## config.mk

```make
export PLATFORM = sky130hd
export DESIGN_NAME = lsu_arbiter_ipa
export DESIGN_NICKNAME = d
export VERILOG_FILES = /design/src/rtl/lsu_arbiter_ipa.sv
export SDC_FILE = /design/constraint.sdc
export NUM_CORES = 1
export LEC_CHECK = 0
export CORE_AREA = 10 10 469 471
export CTS_CLUSTER_DIAMETER = 50
export DETAILED_ROUTE_END_ITERATION = 7
export DIE_AREA = 0 0 479 481
export GPL_TIMING_DRIVEN = 0
export SLEW_MARGIN = 25
export SYNTH_ARGS = -nofsm -noshare
export SYNTH_HDL_FRONTEND = slang
export SYNTH_SLANG_ARGS = --single-unit
```

## constraint.sdc

```tcl
create_clock -name Clk -period 6.4 [get_ports Clk]
set_input_delay 1.92 -clock Clk [delete_from_list [all_inputs] [get_ports Clk]]
set_output_delay 1.92 -clock Clk [all_outputs]
set_load 0.1 [all_outputs]
```

## src/rtl/lsu_arbiter_ipa.sv

```systemverilog
// lsu_arbiter_ipa
// Shares one TCDM-style memory port between NB_TILES tile LSU ports.
// Only one transaction is outstanding at a time. The state sequence is
// IDLE -> REQ -> WAIT -> IDLE.
//
// Arbitration:
//   - Default build: round-robin, starting from r_rr_ptr.
//   - With the macro LSU_ARB_FIXED_PRIO_EN defined: fixed priority, and the
//     lowest index wins. r_rr_ptr is then held at 0.
//
// Ports:
//   Clk, Reset                clock; asynchronous active-low reset
//   tile_req_i/we_i           per-tile request and store flag
//   tile_addr_i/wdata_i       packed per-tile address/store data (tile i at [i*W +: W])
//   tile_gnt_o                one-hot grant pulse, combinational from mem_gnt_i
//   tile_rvalid_o             one-hot response pulse, combinational from mem_rvalid_i
//   tile_rdata_o              read data broadcast (0 when mem_rvalid_i low)
//   stall_o                   per-tile stall contribution
//   mem_req/we/addr/wdata_o   memory request side
//   mem_gnt/rvalid/rdata_i    memory grant and response side
//   busy_o                    high when not IDLE
//   proto_err_o               sticky flag: an rvalid arrived outside WAIT
module lsu_arbiter_ipa #(
   parameter int NB_TILES = 16,
   parameter int AWIDTH   = 32,
   parameter int DWIDTH   = 32
) (
   input  logic                       Clk,
   input  logic                       Reset,
   input  logic [NB_TILES-1:0]        tile_req_i,
   input  logic [NB_TILES-1:0]        tile_we_i,
   input  logic [NB_TILES*AWIDTH-1:0] tile_addr_i,
   input  logic [NB_TILES*DWIDTH-1:0] tile_wdata_i,
   output logic [NB_TILES-1:0]        tile_gnt_o,
   output logic [NB_TILES-1:0]        tile_rvalid_o,
   output logic [DWIDTH-1:0]          tile_rdata_o,
   output logic [NB_TILES-1:0]        stall_o,
   output logic                       mem_req_o,
   output logic                       mem_we_o,
   output logic [AWIDTH-1:0]          mem_addr_o,
   output logic [DWIDTH-1:0]          mem_wdata_o,
   input  logic                       mem_gnt_i,
   input  logic                       mem_rvalid_i,
   input  logic [DWIDTH-1:0]          mem_rdata_i,
   output logic                       busy_o,
   output logic                       proto_err_o
);

   localparam int IW = (NB_TILES > 1) ? $clog2(NB_TILES) : 1;

   typedef enum logic [1:0] {IDLE, REQ, WAIT} state_t;

   state_t              r_state;
   state_t              w_state_next;
   logic [IW-1:0]       r_rr_ptr;
   logic [IW-1:0]       r_win;
   logic                r_we;
   logic [AWIDTH-1:0]   r_addr;
   logic [DWIDTH-1:0]   r_wdata;
   logic                r_proto_err;

   logic                  w_any;
   logic [2*NB_TILES-1:0] w_req_shift;
   logic [NB_TILES-1:0]   w_req_rot;
   logic [IW-1:0]         w_off;
   logic [IW:0]           w_sum;
   logic [IW-1:0]         w_pick;

   // Rotate the request vector so that bit 0 is the tile at r_rr_ptr.
   // The lowest set bit of the rotated vector is then the winner offset.
   // In fixed-priority mode r_rr_ptr stays 0, so the same logic gives
   // lowest-index priority.
   assign w_any       = |tile_req_i;
   assign w_req_shift = {tile_req_i, tile_req_i} >> r_rr_ptr;
   assign w_req_rot   = w_req_shift[NB_TILES-1:0];

   always_comb begin
      w_off = '0;
      for (int k = NB_TILES - 1; k >= 0; k--) begin
         if (w_req_rot[k]) begin
            w_off = IW'(k);
         end
      end
   end

   // Map the offset back to an absolute tile index, wrapping modulo NB_TILES.
   assign w_sum  = {1'b0, r_rr_ptr} + {1'b0, w_off};
   assign w_pick = (w_sum >= (IW+1)'(NB_TILES)) ? IW'(w_sum - (IW+1)'(NB_TILES))
                                                  : w_sum[IW-1:0];

   always_ff @(posedge Clk or negedge Reset) begin
      if (!Reset) begin
         r_state     <= IDLE;
         r_rr_ptr    <= '0;
         r_win       <= '0;
         r_we        <= 1'b0;
         r_addr      <= '0;
         r_wdata     <= '0;
         r_proto_err <= 1'b0;
      end else begin
         r_state <= w_state_next;
         if (r_state == IDLE && w_any) begin
            r_win   <= w_pick;
            r_we    <= tile_we_i[w_pick];
            r_addr  <= tile_addr_i[w_pick*AWIDTH +: AWIDTH];
            r_wdata <= tile_wdata_i[w_pick*DWIDTH +: DWIDTH];
         end
`ifdef LSU_ARB_FIXED_PRIO_EN
         r_rr_ptr <= '0;
`else
         if (r_state == REQ && mem_gnt_i) begin
            r_rr_ptr <= (r_win == IW'(NB_TILES - 1)) ? '0 : r_win + 1'b1;
         end
`endif
         if (mem_rvalid_i && r_state != WAIT) begin
            r_proto_err <= 1'b1;
         end
      end
   end

   always_comb begin
      w_state_next  = r_state;
      mem_req_o     = 1'b0;
      tile_gnt_o    = '0;
      tile_rvalid_o = '0;
      case (r_state)
         IDLE: begin
            if (w_any) w_state_next = REQ;
         end
         REQ: begin
            mem_req_o         = 1'b1;
            tile_gnt_o[r_win] = mem_gnt_i;
            if (mem_gnt_i) w_state_next = WAIT;
         end
         WAIT: begin
            if (mem_rvalid_i) begin
               tile_rvalid_o[r_win] = 1'b1;
               w_state_next         = IDLE;
            end
         end
         default: w_state_next = IDLE;
      endcase
   end

   assign mem_we_o     = r_we;
   assign mem_addr_o   = r_addr;
   assign mem_wdata_o  = r_wdata;
   assign tile_rdata_o = mem_rvalid_i ? mem_rdata_i : '0;
   assign busy_o       = (r_state != IDLE);
   assign proto_err_o  = r_proto_err;

   // A tile keeps stalling while its own transaction is in flight,
   // even if it has already dropped its request.
   generate
      for (genvar gi = 0; gi < NB_TILES; gi++) begin : g_stall
         assign stall_o[gi] = tile_req_i[gi] | (busy_o & (r_win == IW'(gi)));
      end
   endgenerate

endmodule

```

== After elaboration in Yosys (flattened, before gate mapping) ==
Index checks and enable logic that the tools add are counted.

* Reduce and logical (&&, ||, !) cells: 9
* $add $sub $neg: 3
* Equality and inequality tests: 21
* Shift operators: 3
* Bitwise gates (word level): 33
* Multiplexer cells: 31
* Order comparisons: 4

{| class="wikitable"
|+ Operators by type and width
! kind !! count
|-
| $shiftx A512 B10 Y32 || 2
|-
| $mux W4 || 18
|-
| $mux W16 || 3
|-
| $eq A4 B4 Y1 const B || 8
|-
| $mux W32 || 1
|-
| $shr A32 B4 Y16 || 1
|-
| $and A1 B1 Y1 || 16
|-
| $and A16 B16 Y16 || 1
|-
| $eq A4 B3 Y1 const B || 4
|-
| $or A1 B1 Y1 || 16
|-
| $reduce_or A16 Y1 || 1
|-
| $lt A4 B5 Y1 const B || 2
|-
| $eq A4 B2 Y1 const B || 2
|-
| $ne A2 B2 Y1 const B || 4
|-
| $mux W2 || 3
|-
| $pmux W2 S3 || 1
|-
| $add A4 B4 Y5 || 1
|-
| $ge A5 B5 Y1 const B || 1
|-
| $add A4 B1 Y4 const B || 1
|-
| $bmux W1 S4 || 1
|-
| $demux W1 S4 || 1
|-
| $eq A4 B1 Y1 const B || 1
|-
| $ge A4 B1 Y1 const B || 1
|-
| $logic_and A1 B1 Y1 || 4
|-
| other kinds (8) || 10
|}

* Logic and storage cells: 111
* Bits in registers: 76
* Output and inout bits: 148
* Input bits: 1092

== Logic depth before layout (Yosys ltp) ==
* Word-level depth: 22
* Mapped depth: 24
* Mapped depth without buffers: 17

== Worst setup path before layout ==
No wires, ideal clock.

* Kind: input-to-reg
* Start point: input tile_req_i[14]
* End point: register r_addr[10], in the netlist mem_addr_o[10]
* Setup time: 80 ps
* Cell stages on the path: 22
* Slack: -316 ps
* Data required time: 6320 ps
* Buffers on the path: 6
* Arrival time: 6636 ps
* Cell sequence: mux4_2 -> mux2_2 -> or3_1 -> a22o_1 -> buf_6 -> o21ai_4 -> o211ai_4 -> inv_2 -> buf_2 -> clkbuf_1 -> fa_1 -> clkbuf_1 -> and2_1 -> clkbuf_1 -> nand2_1 -> clkbuf_1 -> a21oi_1 -> a32o_1 -> o21ai_0 -> a22oi_1 -> or4_1 -> o211ai_2

* Word-level cells in the longest chain between the ends: 21
* Elaborated cells between the ends (all ways): 24
* Classes of those cells: add/sub (2); order compare (1); shift (2); mux (17); reduce/logical (2)

{| class="wikitable"
|+ Ends and longest elaborated chain
! item !! RTL line !! RTL
|-
| start: declaration || 30 || <nowiki>input logic [NB_TILES-1:0] tile_req_i,</nowiki>
|-
| $shr A32 B4 Y16 * || 74 || <nowiki>assign w_req_shift = {tile_req_i, tile_req_i} >> r_rr_ptr;</nowiki>
|-
| $mux W4 (15 in a row) || 80 || <nowiki>if (w_req_rot[k]) begin</nowiki>
|-
| $mux W4 * || 80 ||
|-
| $add A4 B4 Y5 * || 87 || <nowiki>assign w_sum = {1'b0, r_rr_ptr} + {1'b0, w_off};</nowiki>
|-
| $sub A4 B1 Y4 or $ge A5 B5 Y1 (tied branches) || 88 || <nowiki>assign w_pick = (w_sum >= (IW+1)'(NB_TILES)) ? IW'(w_sum - (IW+1)'(NB_TILES))</nowiki>
|-
| $mux W4 * || 88 ||
|-
| named net w_pick[1] || 67 || <nowiki>logic [IW-1:0] w_pick;</nowiki>
|-
| $shiftx A512 B10 Y32 * || 105 || <nowiki>r_addr <= tile_addr_i[w_pick*AWIDTH +: AWIDTH];</nowiki>
|-
| end signal: assignment || 105 ||
|-
| end: declaration || 58 || <nowiki>logic [AWIDTH-1:0] r_addr;</nowiki>
|}

Mark *: on every way through the listed nets, which the timed path passes. The rest lies on a longest branch.
A chain may end at the register's enable or synchronous reset.

== Worst setup path after layout ==
* Start point: input tile_req_i[2]
* End point: register r_addr[2], in the netlist mem_addr_o[2]

* Word-level cells in the longest chain between the ends: 21
* Elaborated cells between the ends (all ways): 24
* Classes of those cells: add/sub (2); order compare (1); shift (2); mux (17); reduce/logical (2)

{| class="wikitable"
|+ Ends and longest elaborated chain
! item !! RTL line
|-
| $shr A32 B4 Y16 || 74
|-
| $mux W4 (16 in a row) || 80
|-
| $add A4 B4 Y5 || 87
|-
| $sub A4 B1 Y4 or $ge A5 B5 Y1 (tied branches) || 88
|-
| $mux W4 || 88
|-
| $shiftx A512 B10 Y32 || 105
|}

Several ways; a longest one is shown, not always the timed one.

==> flow_summary_export.csv <==
group,metric,value,unit
run_status,status,"complete, but fails checks",
run_status,violations,"DRC, setup timing",
floorplan,die_x,479,um
timing,setup_viol,44,
timing,slew_headroom,18.8,%
synthesis,ys_types,76,
setup_path,crit_path_end_kind,"register",
setup_path,slowest_stage,"a222oi_1",
synthesis,synth_compound_area_share,45.2,%
drt,wl_per_cell,42.0,um
cells_and_area,fill_cells,23900,
clock_tree,clkSinkCount,76,
clock_tree,clockBufferDepth,2,
synthesis,netlist_instances,2834,
placed_design,numPortBuffers,1239,
synthesis,ys_warn_count,0,
min_path,hold_path_end,"proto_err_o",
setup_path,reg2regPathDepth,22,
timing,fin_crit_sh,106,%
placed_design,hpwl,260000,um
setup_path,cp_top_family,"compound AO/OA/AOI/OAI gates",
clock_tree,htree_num_levels,3,
setup_path,cpPeakStageDelay,710,ps
flow_run,maxCapViolCount,0,
synthesis,synthesis.area,0.0193,mm2
floorplan,ios,1240,
setup_path,worstReg2RegEnd,"mem_addr_o[2]",
setup_path,cp_cell_sequence,"buf_8 > mux4_2 > mux4_2 > a211o_1 > a21o_1 > o211ai_4 > clkinv_4 > fa_2 > xnor2_4 > buf_12 > nand3_4 > buf_6 > buf_12 > clkbuf_16 > a221o_1 > a222oi_1 > or4_4 > o211ai_1",
setup_path,cp-startpoint,"tile_req_i[2]",
setup_path,critPathKind,"input port to register",
floorplan,initial_core_util,9.14,%
synthesis,yosys.area.top_type,"dfrtp_1",
synthesis,syn_avg_cell_area,6.80,um2
drt,via_per_inst,4.86,
synthesis,synth_top_area_share,9.87,%
clock_tree,cts_made_buffers,9,
setup_path,worstPathArrival,7100,ps
synthesis,synth_fa_ha_area_share,0.493,%
global_route,grt_usage,24.4,%
synthesis,ys_top_cells_by_area,"dfrtp_1 9.9%, nor3_1 6.4%, a221o_1 5.5%",
setup_path,startpoint_type,"input port",
synthesis,yosys_most_used_dff,"dfrtp_1",
cells_and_area,fin_nets,5350,
synthesis,synth-simple-area-share,28.4,%
cells_and_area,final_common_cell,"clkdlybuf4s50_1",
drt,drc,56,
timing,drv_slew,0,
drt,first_iter_violations,3831,
drt,drt-total-wl,299000,um
min_path,hold_start,"proto_err_o",
min_path,whs_path_depth,1,
cells_and_area,mostFrequentLayoutCells,"1172 x clkdlybuf4s50_1, 209 x nor3_1, 173 x nand2_1",
synthesis,synth_edf_count,0,
global_route,antenna_found_initial,216,
timing,rsz0062_at_grt,"yes",
setup_path,crit_fanout,6,
cells_and_area,syn_to_final_growth,111,%
timing,timing.final.ws_setup,-364,ps
floorplan,fp.coreArea,0.211,mm2
drt,dr_total_vias,34600,
setup_path,critical_path_buf_inv_count,6,
timing,skew,27.4,ps
cells_and_area,drive_gt1_share,19.6,%
synthesis,ys_seq_area_share,9.87,%
clock_tree,clk_pin_slew,100,ps
synthesis,ys_async_sr_fraction,100,%
floorplan,die-area,0.230,mm2
setup_path,required,6740,ps
synthesis,synthMuxAreaShare,5.60,%
placed_design,preCtsSetupSlack,-5400,ps
clock_tree,root_buffer,"clkbuf_16",
synthesis,synth_top_family_by_area,"compound AO/OA/AOI/OAI gates",
timing,tightest_slew,1220,ps
timing,period_needed,6760,ps
drt,first_pass_iters,8,
setup_path,r2r-start,"r_rr_ptr[0]",
global_route,grt_max_degree,40,
setup_path,regToRegSetupSlack,80,ps
global_route,grt_overflow_total,0,
timing,max_clock_freq,0.148,GHz
clock_tree,cts_tree,"yes",
clock_tree,cts_hold_buf,0,
clock_tree,clk_latency,460,ps
synthesis,synth_xor_area_share,0.182,%
global_route,first_global_vias,33700,
timing,finalHoldViolations,0,
floorplan,die_h,481,um
global_route,grt_pass1_wl,373000,um
min_path,hp-class,"register to register",
synthesis,synth_nets,3933,
synthesis,ys_ff_latch,76,
placed_design,place.gp.congestion,0.993,
floorplan,rows,169,
drt,drtAntennaViolNets,0,
==> cell usage after synthesis (16+ instances only) <==
cell,instances
a2111oi_0,35
a211oi_1,76
a21oi_1,133
a221o_1,105
a221oi_1,76
a222oi_1,34
a22o_1,36
a22oi_1,38
a32o_1,37
and2_1,69
and3_1,78
buf_2,91
clkbuf_1,245
dfrtp_1,76
inv_1,108
mux2_2,25
mux2i_1,19
mux4_2,21
nand2_1,181
nand3_1,174
nand4_1,26
nor2_1,121
nor2b_1,39
nor3_1,247
nor4_1,36
o211ai_1,138
o211ai_2,23
o21ai_0,127
o21bai_1,16
o221ai_1,38
o22a_1,34
o22ai_1,88
o31ai_1,27
o32a_1,26
or4_1,69
==> what timing repair did <==
| action | 4_1_cts | 5_1_grt |
|---|---|---|
| resized for setup | 676 | 174 |
| endpoints found under the setup margin | 75 | 68 |
| setup buffers | 126 | 29 |
| gates cloned | 10 | 3 |
| pin swaps | 166 | 142 |
==> final cells by class <==
| type | instances | area, um2 | area share, % |
|---|---|---|---|
| clock buffer | 10 | 229 | 0.564 |
| antenna | 56 | 140 | 0.345 |
| buffer | 350 | 2520 | 6.20 |
| inverter | 111 | 422 | 1.04 |
| timing repair buffer | 1420 | 14300 | 35.3 |
| sequential | 76 | 1900 | 4.68 |
| tap | 2821 | 3530 | 8.69 |
| multi-input combinational | 2283 | 17500 | 43.0 |
| clock inverter | 6 | 71.3 | 0.176 |
==> through the flow <==
stage	std cells	cell area (um2)	TNS, ps	hold slack [ps]	utilization [%]
6_report	7133	40600	-4230	465	19.3
2_1_floorplan	2834	19300	-396	511	-
5_1_grt	7110	40600	-6980	490	19.2
4_1_cts	7063	39800	-11730	466	18.9
3_3_place_gp	6894	35200	-466810	441	16.7
3_5_place_dp	6918	35600	-263820	449	16.9
==> state kept, by name, summed over array words and instances (netlist names) <==
name / cells
r_win: 4
proto_err_o: 1
r_rr_ptr: 4
r_state: 2
mem_wdata_o: 32
mem_addr_o: 32
mem_we_o: 1
==> worst max path at each step <==
stage | endpoint | slack [ps] | depth (start not counted)
final | mem_addr_o[2] | -360 | 18
after global routing | mem_addr_o[2] | -310 | 20
after CTS | mem_we_o | -400 | 23
after detailed placement | mem_we_o | -5400 | 22
after global placement | mem_addr_o[22] | -7070 | 19
after floorplan | mem_addr_o[4] | -20 | 18
==> layer usage <==
metal / GRT usage (%) / up-vias / part of all wire, %
met5: 0 / - / 0.26
met4: 11.3 / 114 / 5.4
met3: 7.68 / 573 / 9.2
met2: 43.0 / 2457 / 49
met1: 26.7 / 17200 / 36
li1: - / 14300 / -
==> cells by family (layout without fill, tap and decap cells) <==
group | after synthesis | after routing
AO/OA/AOI/OAI | 1134 | 1134
XOR/XNOR | 4 | 4
adder cells (fa/ha/maj) | 7 | 7
buffers and inverters | 476 | 1897
flip-flops | 76 | 76
multiplexers | 77 | 77
other | 0 | 56
AND/OR/NAND/NOR | 1060 | 1061
Power is not shown: default switching activity piles up to over one toggle a cycle in this logic, so the estimate is an artifact.
==> edit: new RTL, same settings <==
Set the parameter `DWIDTH` to 16 (it was 32).
--- a/src/rtl/lsu_arbiter_ipa.sv
+++ b/src/rtl/lsu_arbiter_ipa.sv
@@ -23,7 +23,7 @@
 module lsu_arbiter_ipa #(
    parameter int NB_TILES = 16,
    parameter int AWIDTH   = 32,
-   parameter int DWIDTH   = 32
+   parameter int DWIDTH   = 16
 ) (
    input  logic                       Clk,
    input  logic                       Reset,
Interface: changed (resized mem_rdata_i, mem_wdata_o, tile_rdata_o and tile_wdata_i); port bits go from 1240 to 936. No check against the original RTL was run, so the function may have changed too.
==> edit against the unedited design <==
- sequential share of layout area increased by 1.6 points
- worst hold slack better by 0.011 ns
- final area is 41% lower
- worst setup slack improved by 0.44 ns
- wire length fell by 52%
- synthesized area shrank 48%
- sequential cell count down 16
- critical path type unchanged
- critical endpoint is now mem_wdata_o[1]
Power is left out: the tool's default activity adds up to more than one toggle a clock period on the data nets, which glitch-free logic cannot reach.
==> edit: results (changes against the unedited design) <==
status finished, final reports clean; post-synthesis adder-cell area fraction 0.0108 (+0.00585); Largest register FFs 32; CP peak stage delay 0.55 ns (-0.16 ns); top cells by instance count after synthesis mux4_2 (216), mux2i_1 (116), nand2_1 (83), clkbuf_1 (69), dfrtp_1 (60); RR Endpoint mem_wdata_o[1]; Worst-path clk slew 0.08 ns (-0.02 ns); # fillers 24,210 (+1.5%); RePlAce Congestion 0.942 (-5.2%); Detailed Route WL 143,000 um (-52%); Pre-antenna DRT Iters 5 (-3); first-pass GRT wire length 173,000 um (-54%); main combinational cell family by area after synthesis multiplexers; crit path launch tile_req_i[3]; Netlist cell types 52 (-32%); Clock Latency Late Sink 0.40 ns (-0.06 ns); top cells by area, synth mux4_2 (49%), dfrtp_1 (15%), mux2i_1 (12%); dpl hpwl 132,000 um (-49%); Vias/cell 2.87 (-41%); initial antenna violation count 118 (-45%); nets@finish 2,608 (-51%); CP delay by family, top multiplexers; DRC violations left 0 (-100%); post-synthesis mux area share 0.622 (+0.566); Reg2Reg Setup Slack 0.58 ns (+0.50 ns); Synth Net Count 1,640 (-58%); Final Skew 0.0174 ns (-0.0100 ns); I/O Buffers 934 (-25%); worst-path fanout max 7 (+1); Reg-to-Reg Start r_rr_ptr[3]; worst r2r path cells 20 (-9.1%); Slew headroom 0.230 (+0.0414); post-synthesis sequential area ratio 0.150 (+0.0518); vias in the first global route 14,563 (-57%); largest net degree at the start of global routing 48 (+20%); GRT Total Usage 0.118 (-0.127); Slowest-stage cell, CP fa_1; layout cells sized above 1 0.241 (+0.0447); Async SR Flop Fraction 1.00 (unchanged); Main synth FF type dfrtp_1; Root Buffer clkbuf_16; Post-Synth XOR/XNOR Area 0.00426 (+0.00245); DRT iter0 DRCs 807 (-79%); Synth Area in Compound Gates 0.0877 (-0.364); crit path DAT 6.57 ns (-0.53 ns)
edit: metal layers:
layer	vias up	track usage	routed length, um
met1	6652	0.120	49900
met5	-	0	413
met3	235	0.0448	12900
met4	64	0.0258	3630
li1	5396	-	-
met2	948	0.224	75700
edit: area by class of cell:
type,count,area [um^2],area share
antenna,25,62.6,0.00260
buffer,89,648,0.0269
clock buffer,9,225,0.00936
clock inverter,7,75.1,0.00312
inverter,7,26.3,0.00109
multi-input combinational,655,8400,0.349
sequential,60,1500,0.0624
tap,2821,3530,0.147
timing repair buffer,958,9600,0.399
edit: what timing repair did:
| item | in CTS | in global routing |
|---|---|---|
| hold buffers | 0 | 0 |
| pin swaps | 4 | 6 |
| setup buffers | 5 | 3 |
| gates resized for setup | 188 | 30 |
| setup endpoints to repair | 54 | 46 |
| cloned | 0 | 0 |
edit: worst min-delay path by stage:
stage | startpoint | end | slack [ns] | cells after the start
floorplan | r_win[0] | r_rr_ptr[0] | 0.51 | 1
global placement | proto_err_o | proto_err_o | 0.45 | 1
detailed placement | proto_err_o | proto_err_o | 0.45 | 1
CTS | proto_err_o | proto_err_o | 0.48 | 1
global route | proto_err_o | proto_err_o | 0.49 | 1
finish | proto_err_o | proto_err_o | 0.48 | 1
edit: cell families (layout without fill, tap and decap cells):
kind of cell,count (synthesis),after routing
muxes,348,348
other,0,25
AOI/OAI and AO/OA,109,109
DFF,60,60
xor gates and xnor gates,4,4
buffers and inverters,97,1070
and+or+nand+nor,186,186
adders and majority gates,8,8
edit: stage by stage:
step,worst slack (ns),instances,TNS [ns],area (um^2)
after floorplan,0.412,812,0,9980
after global routing,-0.00505,4617,-0.00505,24000
final,0.0793,4631,0,24100
after CTS,-0.00157,4603,-0.00157,24000
after global placement,-4.38,4567,-188.37,22900
after detailed placement,-2.84,4583,-110.26,23200
